`config.mk`:
```
export PLATFORM = sky130hd
export DESIGN_NAME = branch_rs
export DESIGN_NICKNAME = d
export VERILOG_FILES = /design/src/rtl/branch_pkg.sv /design/src/rtl/branch_rs_wakeup.sv /design/src/rtl/branch_rs.sv
export SDC_FILE = /design/constraint.sdc
export NUM_CORES = 2
export LEC_CHECK = 0
export ABC_AREA = 1
export CORE_MARGIN = 2
export CORE_UTILIZATION = 41
export CTS_BUF_LIST = sky130_fd_sc_hd__clkbuf_4
export DETAILED_ROUTE_END_ITERATION = 10
export PLACE_DENSITY = 0.71
export SETUP_SLACK_MARGIN = 0.05
export SLEW_MARGIN = 10
export SYNTH_ARGS = -nofsm -noshare
export SYNTH_HDL_FRONTEND = slang
export SYNTH_HIERARCHICAL = 1
export SYNTH_SLANG_ARGS = --single-unit
```
`constraint.sdc`:
```
create_clock -name i_clk -period 11.59 [get_ports i_clk]
set_clock_uncertainty 0.15 [all_clocks]
set_input_delay 2.318 -clock i_clk [delete_from_list [all_inputs] [get_ports i_clk]]
set_output_delay 2.318 -clock i_clk [all_outputs]
set_load 0.005 [all_outputs]
```
`src/rtl/branch_pkg.sv`:
```
// branch_pkg: branch/jump alu_op encodings and the default-width reservation station entry record.
package branch_pkg;
  localparam logic [3:0] OP_BEQ  = 4'b0000;
  localparam logic [3:0] OP_BNE  = 4'b0001;
  localparam logic [3:0] OP_BLT  = 4'b0100;
  localparam logic [3:0] OP_BGE  = 4'b0101;
  localparam logic [3:0] OP_BLTU = 4'b0110;
  localparam logic [3:0] OP_BGEU = 4'b0111;
  localparam logic [3:0] OP_JAL  = 4'b1000;
  localparam logic [3:0] OP_JALR = 4'b1001;
  typedef struct packed {
    logic        valid;
    logic        rdy1;
    logic        rdy2;
    logic [31:0] val1;
    logic [31:0] val2;
    logic [6:0]  prs1;
    logic [6:0]  prs2;
    logic [3:0]  alu_op;
    logic [31:0] pc;
    logic [31:0] imm;
    logic [3:0]  rob_tag;
    logic [6:0]  prd;
  } rs_entry_t;
endpackage

```
`src/rtl/branch_rs_wakeup.sv`:
```
// branch_rs_wakeup: one source operand's CDB compare; marks it ready and takes the broadcast value on a match.
module branch_rs_wakeup
  import branch_pkg::*;
#(
  parameter int DATA_WIDTH = 32,
  parameter int PREG_WIDTH = 7
) (
  input  logic                  cdb_valid,
  input  logic [PREG_WIDTH-1:0] cdb_preg,
  input  logic [DATA_WIDTH-1:0] cdb_data,
  input  logic                  rdy,
  input  logic [PREG_WIDTH-1:0] prs,
  input  logic [DATA_WIDTH-1:0] val,
  output logic                  rdy_n,
  output logic [DATA_WIDTH-1:0] val_n
);
  logic hit;
  assign hit   = cdb_valid && !rdy && prs == cdb_preg;
  assign rdy_n = rdy || hit;
  assign val_n = hit ? cdb_data : val;
endmodule

```
`src/rtl/branch_rs.sv`:
```
// branch_rs: compacting-shift reservation station feeding the branch unit, oldest-ready issue.
// BRANCH_RS_BYPASS_EN lets an entry woken by the current CDB broadcast issue in the same cycle.
module branch_rs
  import branch_pkg::*;
#(
  parameter int DATA_WIDTH = 32,
  parameter int ROB_WIDTH  = 4,
  parameter int PREG_WIDTH = 7,
  parameter int DEPTH      = 4
) (
  input  logic                         i_clk,
  input  logic                         i_rst_n,
  input  logic                         i_flush,
  input  logic                         i_disp_valid,
  output logic                         o_disp_ready,
  input  logic [3:0]                   i_disp_alu_op,
  input  logic [DATA_WIDTH-1:0]        i_disp_pc,
  input  logic [DATA_WIDTH-1:0]        i_disp_imm,
  input  logic [ROB_WIDTH-1:0]         i_disp_rob_tag,
  input  logic [PREG_WIDTH-1:0]        i_disp_prd,
  input  logic [PREG_WIDTH-1:0]        i_disp_prs1,
  input  logic [PREG_WIDTH-1:0]        i_disp_prs2,
  input  logic                         i_disp_rs1_rdy,
  input  logic                         i_disp_rs2_rdy,
  input  logic [DATA_WIDTH-1:0]        i_disp_rs1_val,
  input  logic [DATA_WIDTH-1:0]        i_disp_rs2_val,
  input  logic                         i_cdb_valid,
  input  logic [PREG_WIDTH-1:0]        i_cdb_preg,
  input  logic [DATA_WIDTH-1:0]        i_cdb_data,
  output logic                         o_issue_valid,
  output logic [DATA_WIDTH-1:0]        o_issue_op1,
  output logic [DATA_WIDTH-1:0]        o_issue_op2,
  output logic [DATA_WIDTH-1:0]        o_issue_pc,
  output logic [DATA_WIDTH-1:0]        o_issue_imm,
  output logic [3:0]                   o_issue_alu_op,
  output logic [ROB_WIDTH-1:0]         o_issue_rob_tag,
  output logic [PREG_WIDTH-1:0]        o_issue_prd,
  output logic [$clog2(DEPTH+1)-1:0]   o_count
);
  localparam int CW = $clog2(DEPTH+1);
  localparam int IW = $clog2(DEPTH);
  logic [DEPTH-1:0] valid, rdy1, rdy2, w_rdy1, w_rdy2, e_rdy1, e_rdy2, elig, n_valid, n_rdy1, n_rdy2;
  logic [DATA_WIDTH-1:0] val1[DEPTH], val2[DEPTH], w_val1[DEPTH], w_val2[DEPTH], e_val1[DEPTH], e_val2[DEPTH];
  logic [DATA_WIDTH-1:0] pc[DEPTH], imm[DEPTH], n_val1[DEPTH], n_val2[DEPTH], n_pc[DEPTH], n_imm[DEPTH];
  logic [PREG_WIDTH-1:0] prs1[DEPTH], prs2[DEPTH], prd[DEPTH], n_prs1[DEPTH], n_prs2[DEPTH], n_prd[DEPTH];
  logic [3:0] alu_op[DEPTH], n_alu_op[DEPTH];
  logic [ROB_WIDTH-1:0] rob_tag[DEPTH], n_rob_tag[DEPTH];
  logic [CW-1:0] count, slot;
  logic [IW-1:0] sel, src;
  logic d_rdy1, d_rdy2, disp_fire, shift;
  logic [DATA_WIDTH-1:0] d_val1, d_val2;
  for (genvar g = 0; g < DEPTH; g++) begin : g_wake
    branch_rs_wakeup #(.DATA_WIDTH(DATA_WIDTH), .PREG_WIDTH(PREG_WIDTH)) u_w1 (
      .cdb_valid(i_cdb_valid), .cdb_preg(i_cdb_preg), .cdb_data(i_cdb_data),
      .rdy(rdy1[g]), .prs(prs1[g]), .val(val1[g]), .rdy_n(w_rdy1[g]), .val_n(w_val1[g]));
    branch_rs_wakeup #(.DATA_WIDTH(DATA_WIDTH), .PREG_WIDTH(PREG_WIDTH)) u_w2 (
      .cdb_valid(i_cdb_valid), .cdb_preg(i_cdb_preg), .cdb_data(i_cdb_data),
      .rdy(rdy2[g]), .prs(prs2[g]), .val(val2[g]), .rdy_n(w_rdy2[g]), .val_n(w_val2[g]));
  end
  // Dispatch-cycle capture so a broadcast coinciding with dispatch is not lost
  branch_rs_wakeup #(.DATA_WIDTH(DATA_WIDTH), .PREG_WIDTH(PREG_WIDTH)) u_d1 (
    .cdb_valid(i_cdb_valid), .cdb_preg(i_cdb_preg), .cdb_data(i_cdb_data),
    .rdy(i_disp_rs1_rdy), .prs(i_disp_prs1), .val(i_disp_rs1_val), .rdy_n(d_rdy1), .val_n(d_val1));
  branch_rs_wakeup #(.DATA_WIDTH(DATA_WIDTH), .PREG_WIDTH(PREG_WIDTH)) u_d2 (
    .cdb_valid(i_cdb_valid), .cdb_preg(i_cdb_preg), .cdb_data(i_cdb_data),
    .rdy(i_disp_rs2_rdy), .prs(i_disp_prs2), .val(i_disp_rs2_val), .rdy_n(d_rdy2), .val_n(d_val2));
`ifdef BRANCH_RS_BYPASS_EN
  assign e_rdy1 = w_rdy1;
  assign e_rdy2 = w_rdy2;
  assign e_val1 = w_val1;
  assign e_val2 = w_val2;
`else
  assign e_rdy1 = rdy1;
  assign e_rdy2 = rdy2;
  assign e_val1 = val1;
  assign e_val2 = val2;
`endif
  assign elig = valid & e_rdy1 & e_rdy2;
  always_comb begin
    sel = '0;
    for (int i = DEPTH-1; i >= 0; i--) if (elig[i]) sel = IW'(i);
  end
  assign o_issue_valid   = |elig;
  assign o_issue_op1     = o_issue_valid ? e_val1[sel]  : '0;
  assign o_issue_op2     = o_issue_valid ? e_val2[sel]  : '0;
  assign o_issue_pc      = o_issue_valid ? pc[sel]      : '0;
  assign o_issue_imm     = o_issue_valid ? imm[sel]     : '0;
  assign o_issue_alu_op  = o_issue_valid ? alu_op[sel]  : '0;
  assign o_issue_rob_tag = o_issue_valid ? rob_tag[sel] : '0;
  assign o_issue_prd     = o_issue_valid ? prd[sel]     : '0;
  assign o_disp_ready    = count < CW'(DEPTH);
  assign o_count         = count;
  assign disp_fire       = i_disp_valid && o_disp_ready && !i_flush;
  // Entries at or above the issuing slot move down by one; the new uop lands just past the survivors
  always_comb begin
    slot = count - CW'(o_issue_valid);
    n_valid = '0;
    n_rdy1 = '0;
    n_rdy2 = '0;
    n_val1 = val1;
    n_val2 = val2;
    n_prs1 = prs1;
    n_prs2 = prs2;
    n_alu_op = alu_op;
    n_pc = pc;
    n_imm = imm;
    n_rob_tag = rob_tag;
    n_prd = prd;
    shift = 1'b0;
    src = '0;
    for (int i = 0; i < DEPTH; i++) begin
      shift = o_issue_valid && IW'(i) >= sel;
      src = shift ? IW'(i+1) : IW'(i);
      n_valid[i] = valid[src] && !(shift && i == DEPTH-1);
      n_rdy1[i] = w_rdy1[src];
      n_rdy2[i] = w_rdy2[src];
      n_val1[i] = w_val1[src];
      n_val2[i] = w_val2[src];
      n_prs1[i] = prs1[src];
      n_prs2[i] = prs2[src];
      n_alu_op[i] = alu_op[src];
      n_pc[i] = pc[src];
      n_imm[i] = imm[src];
      n_rob_tag[i] = rob_tag[src];
      n_prd[i] = prd[src];
      if (disp_fire && slot == CW'(i)) begin
        n_valid[i] = 1'b1;
        n_rdy1[i] = d_rdy1;
        n_rdy2[i] = d_rdy2;
        n_val1[i] = d_val1;
        n_val2[i] = d_val2;
        n_prs1[i] = i_disp_prs1;
        n_prs2[i] = i_disp_prs2;
        n_alu_op[i] = i_disp_alu_op;
        n_pc[i] = i_disp_pc;
        n_imm[i] = i_disp_imm;
        n_rob_tag[i] = i_disp_rob_tag;
        n_prd[i] = i_disp_prd;
      end
    end
  end
  always_ff @(posedge i_clk or negedge i_rst_n) begin
    if (!i_rst_n) begin
      valid <= '0;
      count <= '0;
    end else if (i_flush) begin
      valid <= '0;
      count <= '0;
    end else begin
      valid <= n_valid;
      count <= slot + CW'(disp_fire);
    end
  end
  always_ff @(posedge i_clk) begin
    rdy1 <= n_rdy1;
    rdy2 <= n_rdy2;
    val1 <= n_val1;
    val2 <= n_val2;
    prs1 <= n_prs1;
    prs2 <= n_prs2;
    alu_op <= n_alu_op;
    pc <= n_pc;
    imm <= n_imm;
    rob_tag <= n_rob_tag;
    prd <= n_prd;
  end
  a_no_overfill: assert property (@(posedge i_clk) disable iff (!i_rst_n) !(disp_fire && count == CW'(DEPTH)));
endmodule

```
==> Word-level counts from Yosys, hierarchy flattened <==
Cells that the tools add are included.
W data, S select, Z words.
{ "classes": {"addsub": 2, "n_mul": 0, "div_mod_pow": 0, "n_lt_le_gt_ge": 14, "eq_ne": 13, "shift": 0, "muxes": 228, "n_bitwise": 7, "reduce_logical": 55} }
{ "op_table": {"columns": ["op", "n"], "rows": [
  ["$mux W32", 70],
  ["$bmux W32 S2", 20],
  ["$mux W7", 39],
  ["$bmux W7 S2", 13],
  ["$mux W4", 31],
  ["$bmux W4 S2", 10],
  ["$eq A7 B7 Y1", 10],
  ["$logic_and A1 B1 Y1", 31],
  ["$mux W1", 26],
  ["$bmux W1 S2", 12],
  ["$ge A3 B3 Y1 const B", 5],
  ["$logic_not A1 Y1", 12],
  ["$mux W2", 6],
  ["$not A2 Y3", 4],
  ["$logic_or A1 B1 Y1", 10],
  ["$lt A2 B3 Y1 const B", 3],
  ["$and A4 B4 Y4", 2],
  ["$eq A3 B2 Y1 const B", 2],
  ["$ge A1 B2 Y1 const A", 2],
  ["$ge A2 B2 Y1 const A", 2],
  ["$reduce_or A4 Y1", 1],
  ["$add A3 B1 Y3", 1],
  ["$eq A3 B1 Y1 const B", 1],
  ["$logic_not A3 Y1", 1],
  ["other kinds (5)", 5]
]} }
{ "totals": {"reg_bits": 643, "latchBits": 0, "mem_bits_rw": 0, "rom_bits": 0, "input_bits": 203, "out_inout_bits": 148, "word_cells": 359, "mem_count": 0} }

==> Depth between registers and ports, before layout <==
{ "logic_depth": {"depth_word": 14, "ltp_mapped": 14, "depth_no_buf": 13} }

==> Cells and area by module <==
The synthesis kept the hierarchy.
{ "modules_own_cells": {"columns": ["module", "instances", "cells_each", "area_each_um2", "seq_area_each_um2"], "rows": [
  ["branch_rs", 1, 4375, 34321.7, 16631.0],
  ["branch_rs_wakeup", 10, 149, 668.1, 0.0]
]} }

==> Worst setup path after synthesis <==
No wires, ideal clock.
{ "synth_timing": {"path_kind": "input to register", "start": "input i_flush", "end": "register alu_op[0] (netlist bit) (enable)", "setup_ns": 0.455, "arrival_time_ns": 5.022, "t_required_ns": 10.985, "path_slack_ns": 5.964, "path_stages": 8, "n_path_buf": 1, "path_cell_list": "inv_2 nand2_2 nor2_4 nand2_2 clkinv_2 nand3_4 buf_2 nand2_1"} }
{ "synth_via": {"elab_chain_len": 4} }
{ "synth_rtl": {"columns": ["item", "line", "rtl"], "rows": [
  ["start: declaration", "branch_rs.sv:13", "input logic i_flush,"],
  ["$logic_not A1 Y1", "branch_rs.sv:93", "assign disp_fire = i_disp_valid && o_disp_ready && !i_flush;"],
  ["$logic_and A1 B1 Y1", "branch_rs.sv:93", null],
  ["$logic_and A1 B1 Y1", "branch_rs.sv:126", "if (disp_fire && slot == CW'(i)) begin"],
  ["$mux W4", "branch_rs.sv:126", null],
  ["end signal: assignment", "branch_rs.sv:161", "alu_op <= n_alu_op;"],
  ["end: declaration", "branch_rs.sv:46", "logic [3:0] alu_op[DEPTH], n_alu_op[DEPTH];"]
]} }
Every way passes these cells.

==> Worst setup path in the final report <==
{ "layout_timing": {"start": "register valid[0]", "end": "output o_issue_pc[0]"} }
{ "layout_via": {"elab_chain_len": 8, "elab_cells_between_ends": 9, "cone_classes": "mux (5); bitwise (3); reduce/logical (1)"} }
{ "layout_rtl": {"columns": ["item", "line", "rtl"], "rows": [
  ["start: declaration", "branch_rs.sv:42", "logic [DEPTH-1:0] valid, rdy1, rdy2, w_rdy1, w_rdy2, e_rdy1, e_rdy2, elig, n_valid, n_rdy1, n_rdy2;"],
  ["start signal: assignment", "branch_rs.sv:150", "valid <= n_valid;"],
  ["$and A4 B4 Y4 (*) (2 in series)", "branch_rs.sv:78", "assign elig = valid & e_rdy1 & e_rdy2;"],
  ["$mux W2", "branch_rs.sv:81", "for (int i = DEPTH-1; i >= 0; i--) if (elig[i]) sel = IW'(i);"],
  ["$not A2 Y3 (implied by the code)", "branch_rs.sv:86", "assign o_issue_pc = o_issue_valid ? pc[sel] : '0;"],
  ["$bmux W32 S2", "branch_rs.sv:86", null],
  ["$mux W32 (implied by the code) (2 in series)", "branch_rs.sv:86", null],
  ["$mux W32 (*)", "branch_rs.sv:86", null],
  ["end: declaration", "branch_rs.sv:33", "output logic [DATA_WIDTH-1:0] o_issue_pc,"]
]} }
Mark *: on every way between the ends. The rest lies on a longest branch, timed or not. The select of a mux whose other input is x is not followed.

==> results by stage <==
Layout:
- The count of fill cells added during filler insertion is 9995.
- The number of nets at the end of the flow is 6224.
- The area growth from synthesis to layout is 13.2%.
- In the final layout, the share of cells above drive strength 1 is 0.0695.
- The final standard cell count with taps included and fillers excluded is 7459.

Worst setup path:
- STA puts the critical path data arrival time at 7.04 ns.
- The worst register-to-register path begins at valid[0]$_DFFE_PN0P_.
- The critical path endpoint category is a primary output.
- In this run the worst path has a maximum fanout of 92.
- The required time of the critical path is 9.12 ns.
- The launch point of the critical path is valid[0]$_DFFE_PN0P_.
- The class of the most critical setup path is flip-flop to primary output.
- The nature of the critical path startpoint is a flip-flop.

STA:
- The share of the clock period used by the worst path is 0.821.
- Setup repair after global routing left no endpoint under its margin.
- For the final routed database, the setup TNS stands at 0 ns.
- The relative slew slack is 0.163.
- The routed design could run at a clock period as short as 9.51 ns.
- The timing-limited maximum frequency is 105 MHz.
- The final max-slew violation count is 0.
- The final count of hold timing violations is 0.
- Setup violations remaining at the end of the flow were counted as 0.
- At the pin with the least slew margin, the transition time is 1.25 ns.

Floorplanning:
- For this configuration, the core starts out at a cell density of 0.412.
- The core region area is 99600 sq um.
- The number of placement rows is 116.
- The top-level port count is 351.
- Measured along the x axis, the die boundary spans 320 microns.
- The die extent in y is 320 microns.
- The full die area is 103000 sq um.

Routing:
- The mean routed wirelength per cell is 20.1 microns.
- After the first detailed-routing iteration, the DRC count stood at 6025.
- The pre-antenna-repair detailed-routing pass consisted of 8 iterations.
- The overall routed net length is 150000 microns.
- The number of nets with antenna violations after routing is 0.
- The post-detailed-route DRC marker count is 0.
- The vias after detailed routing is 41.6k.
- The per-cell via count in the routed design is 5.58.

Clock tree:
- The total number of clock tree sinks is 643.
- The buffers inserted during post-CTS setup optimization is 0.
- TritonCTS built the clock tree.
- The tree is rooted in a sky130_fd_sc_hd__clkbuf_4.
- The maximum number of buffers from clock root to sink is 3.
- The H-tree was split into 4 levels.
- In this run, CTS created clock tree buffers numbering 185.
- The clock latency at the later pin of the worst-skew pair is 1.12 ns.
- The count of hold buffers inserted by post-cts repair is 0.
- The number of instances resized during post-cts repair is 0.
- Clock-pin slew was measured on the worst setup and hold paths at 0.07 ns.

Pwr:
- The power density relative to cell area is 188 nW/um^2.
- The reported leakage power is 22.1 nW.
- Across the VDD grid, the largest voltage drop is 96.9 uV.
- After layout, the design draws a total of 8.73 mW.

Yosys:
- The flip-flop cell with the highest count after synthesis is sky130_fd_sc_hd__edfxtp_1.
- The cell count after synthesis is 5865.
- The fraction of synthesis flops using an asynchronous set or reset pin is 0.0109.
- Counting flops with a built-in enable in the synthesized netlist gives 372.
- The post-synthesis area per instance is 6.99 sq um.
- Counting every net in the synthesized netlist gives 6070.
- After synthesis the cells add up to 41000 sq um.
- The number of warnings issued by yosys is 6.
- The number of unique standard cell types used by synthesis is 30.
- Of the synthesized area, sequential elements account for 0.406.
- The synthesis-stage register bit count is 643.

GRT:
- The wire length of the first global-routing pass is 227000 microns.
- The initial antenna violation count came to 14.
- The via count of the first global-routing pass is 38.9k.
- After global routing the overflow that remains totals 0.
- In the global route stage, overall resource usage came out at 0.282.
- The largest net degree at the start of global routing is 216.

Worst hold path:
- The type of the worst min-delay path is flip-flop to flip-flop.
- The worst min-delay path startpoint is imm[79]$_DFFE_PP_.

Flow run:
- The max-cap check violation count is 0.

Placement:
- The wire-length estimate of the detail-placed layout is 86100 microns.
- The instance count after placement with tap cells included is 7130.
- In this run the tool buffered the top-level ports with 350 buffer cells.
- At the end of routability-driven placement, the weighted congestion stood at 0.881.

Outcome:
- The run finished with clean final reports.
## power by group
group | internal [mW] | total (mW) | leakage (nW) | switching [mW]
sequential | 3.19 | 3.54 | 5.72 | 0.359
combinational | 1.11 | 2.94 | 14.9 | 1.83
clock | 1.18 | 2.24 | 1.42 | 1.06
total | 5.47 | 8.73 | 22.1 | 3.26
## cell type report
class | instances | area, sq um | share of cell area
well taps | 1298 | 1620 | 0.0350
clock buffers | 287 | 2150 | 0.0464
diodes | 13 | 32.5 | 0.000701
inverters | 879 | 3310 | 0.0713
multi-input cells | 3907 | 18500 | 0.399
repair buffers | 403 | 3930 | 0.0846
flip-flops and latches | 643 | 16600 | 0.358
clock inverters | 29 | 214 | 0.00461
## cell families (layout without fill, tap and decap cells)
group	after synthesis	in the layout	share of synthesized area
buffers and inverters	1315	1598	0.144
and+or+nand+nor	2861	2861	0.309
DFF	643	643	0.406
adders and majority gates	2	2	0.000610
AOI/OAI and AO/OA	1043	1043	0.139
other	0	13	0
xor gates and xnor gates	1	1	0.000671
## cell usage after synthesis (2+ instances only)
library cell / n / area [sq um]
sky130_fd_sc_hd__nand2_1: 1789 / 6720
sky130_fd_sc_hd__nand3_1: 855 / 4280
sky130_fd_sc_hd__inv_1: 854 / 3210
sky130_fd_sc_hd__o21ai_1: 385 / 1930
sky130_fd_sc_hd__edfxtp_1: 372 / 11200
sky130_fd_sc_hd__o21ai_0: 311 / 1560
sky130_fd_sc_hd__dfxtp_1: 264 / 5290
sky130_fd_sc_hd__o211ai_1: 190 / 1430
sky130_fd_sc_hd__buf_2: 157 / 786
sky130_fd_sc_hd__a21oi_1: 148 / 741
sky130_fd_sc_hd__nand3b_1: 143 / 1070
sky130_fd_sc_hd__clkbuf_1: 112 / 420
sky130_fd_sc_hd__buf_4: 86 / 646
sky130_fd_sc_hd__buf_6: 62 / 698
sky130_fd_sc_hd__nor2_1: 30 / 113
sky130_fd_sc_hd__inv_2: 23 / 86.3
sky130_fd_sc_hd__nor2_4: 21 / 236
sky130_fd_sc_hd__buf_1: 19 / 71.3
sky130_fd_sc_hd__nand2_4: 12 / 135
sky130_fd_sc_hd__a31oi_1: 9 / 56.3
sky130_fd_sc_hd__dfrtp_1: 7 / 175
sky130_fd_sc_hd__nand2_2: 4 / 25.0
sky130_fd_sc_hd__nand3_4: 3 / 52.6
sky130_fd_sc_hd__ha_1: 2 / 25.0
sky130_fd_sc_hd__nand4_4: 2 / 42.5
## worst paths after layout
path / endpoint / slack (ns) / depth (start not counted)
max in group asynchronous: valid[1]$_DFF_PN0_ / 9.59 / 1
hold / removal: imm[111]$_DFFE_PP_ / 0.38 / 2
setup / recovery: o_issue_pc[0] / 2.08 / 9
setup reg to reg: imm[60]$_DFFE_PP_ / 5.02 / 12
hold reg to reg: imm[111]$_DFFE_PP_ / 0.38 / 2
min in group asynchronous: valid[3]$_DFF_PN0_ / 1.34 / 1
## through the flow
| stage | instance area, sq um | utilization | hold slack [ns] | worst slack [ns] |
|---|---|---|---|---|
| floorplan | 41000 | - | 0.366 | 5.96 |
| global placement | 44000 | 0.442 | 0.378 | 3.13 |
| detailed placement | 44000 | 0.442 | 0.384 | 3.04 |
| CTS | 46400 | 0.466 | 0.370 | 1.76 |
| global route | 46400 | 0.466 | 0.411 | 1.50 |
| finish | 46400 | 0.466 | 0.385 | 2.08 |
## sequential cells by signal, indices dropped and copies added, names as in the netlist
signal	flops
e_val1	128
o_count	3
pc	128
rob_tag	16
imm	128
e_rdy1	4
prs1	28
valid	4
alu_op	16
e_val2	128
e_rdy2	4
prd	28
prs2	28
## placed cells by master, fill, tap and decap left out, drive strengths merged, types with 13 or more instances in the layout
cell / n
nand2: 1805
inv: 880
nand3: 859
o21ai: 696
edfxtp: 372
clkdlybuf4s50: 350
clkbuf: 287
dfxtp: 264
o211ai: 190
a21oi: 148
nand3b: 143
buf: 53
nor2: 52
clkinv: 23
diode: 13
## critical path, stage by stage, from the launching register on
cell and delay (ns):
sky130_fd_sc_hd__dfrtp_1 0.42, sky130_fd_sc_hd__nand3_4 0.59, sky130_fd_sc_hd__nand2_4 0.64, sky130_fd_sc_hd__inv_4 0.89, sky130_fd_sc_hd__nand2_8 0.68, sky130_fd_sc_hd__inv_6 0.83
sky130_fd_sc_hd__buf_4 0.62, sky130_fd_sc_hd__nand3_1 0.15, sky130_fd_sc_hd__a21oi_1 0.40, sky130_fd_sc_hd__clkdlybuf4s50_1 0.61
## layer usage
layer  vias up  GRT usage  share of wire
met5         -    0.00709         0.0012
met4        14      0.123          0.039
met3       375     0.0822           0.12
met2      2706      0.447           0.45
met1     19041      0.357           0.39
li1      19508          -              -
Power figures use the tool's default switching activity.
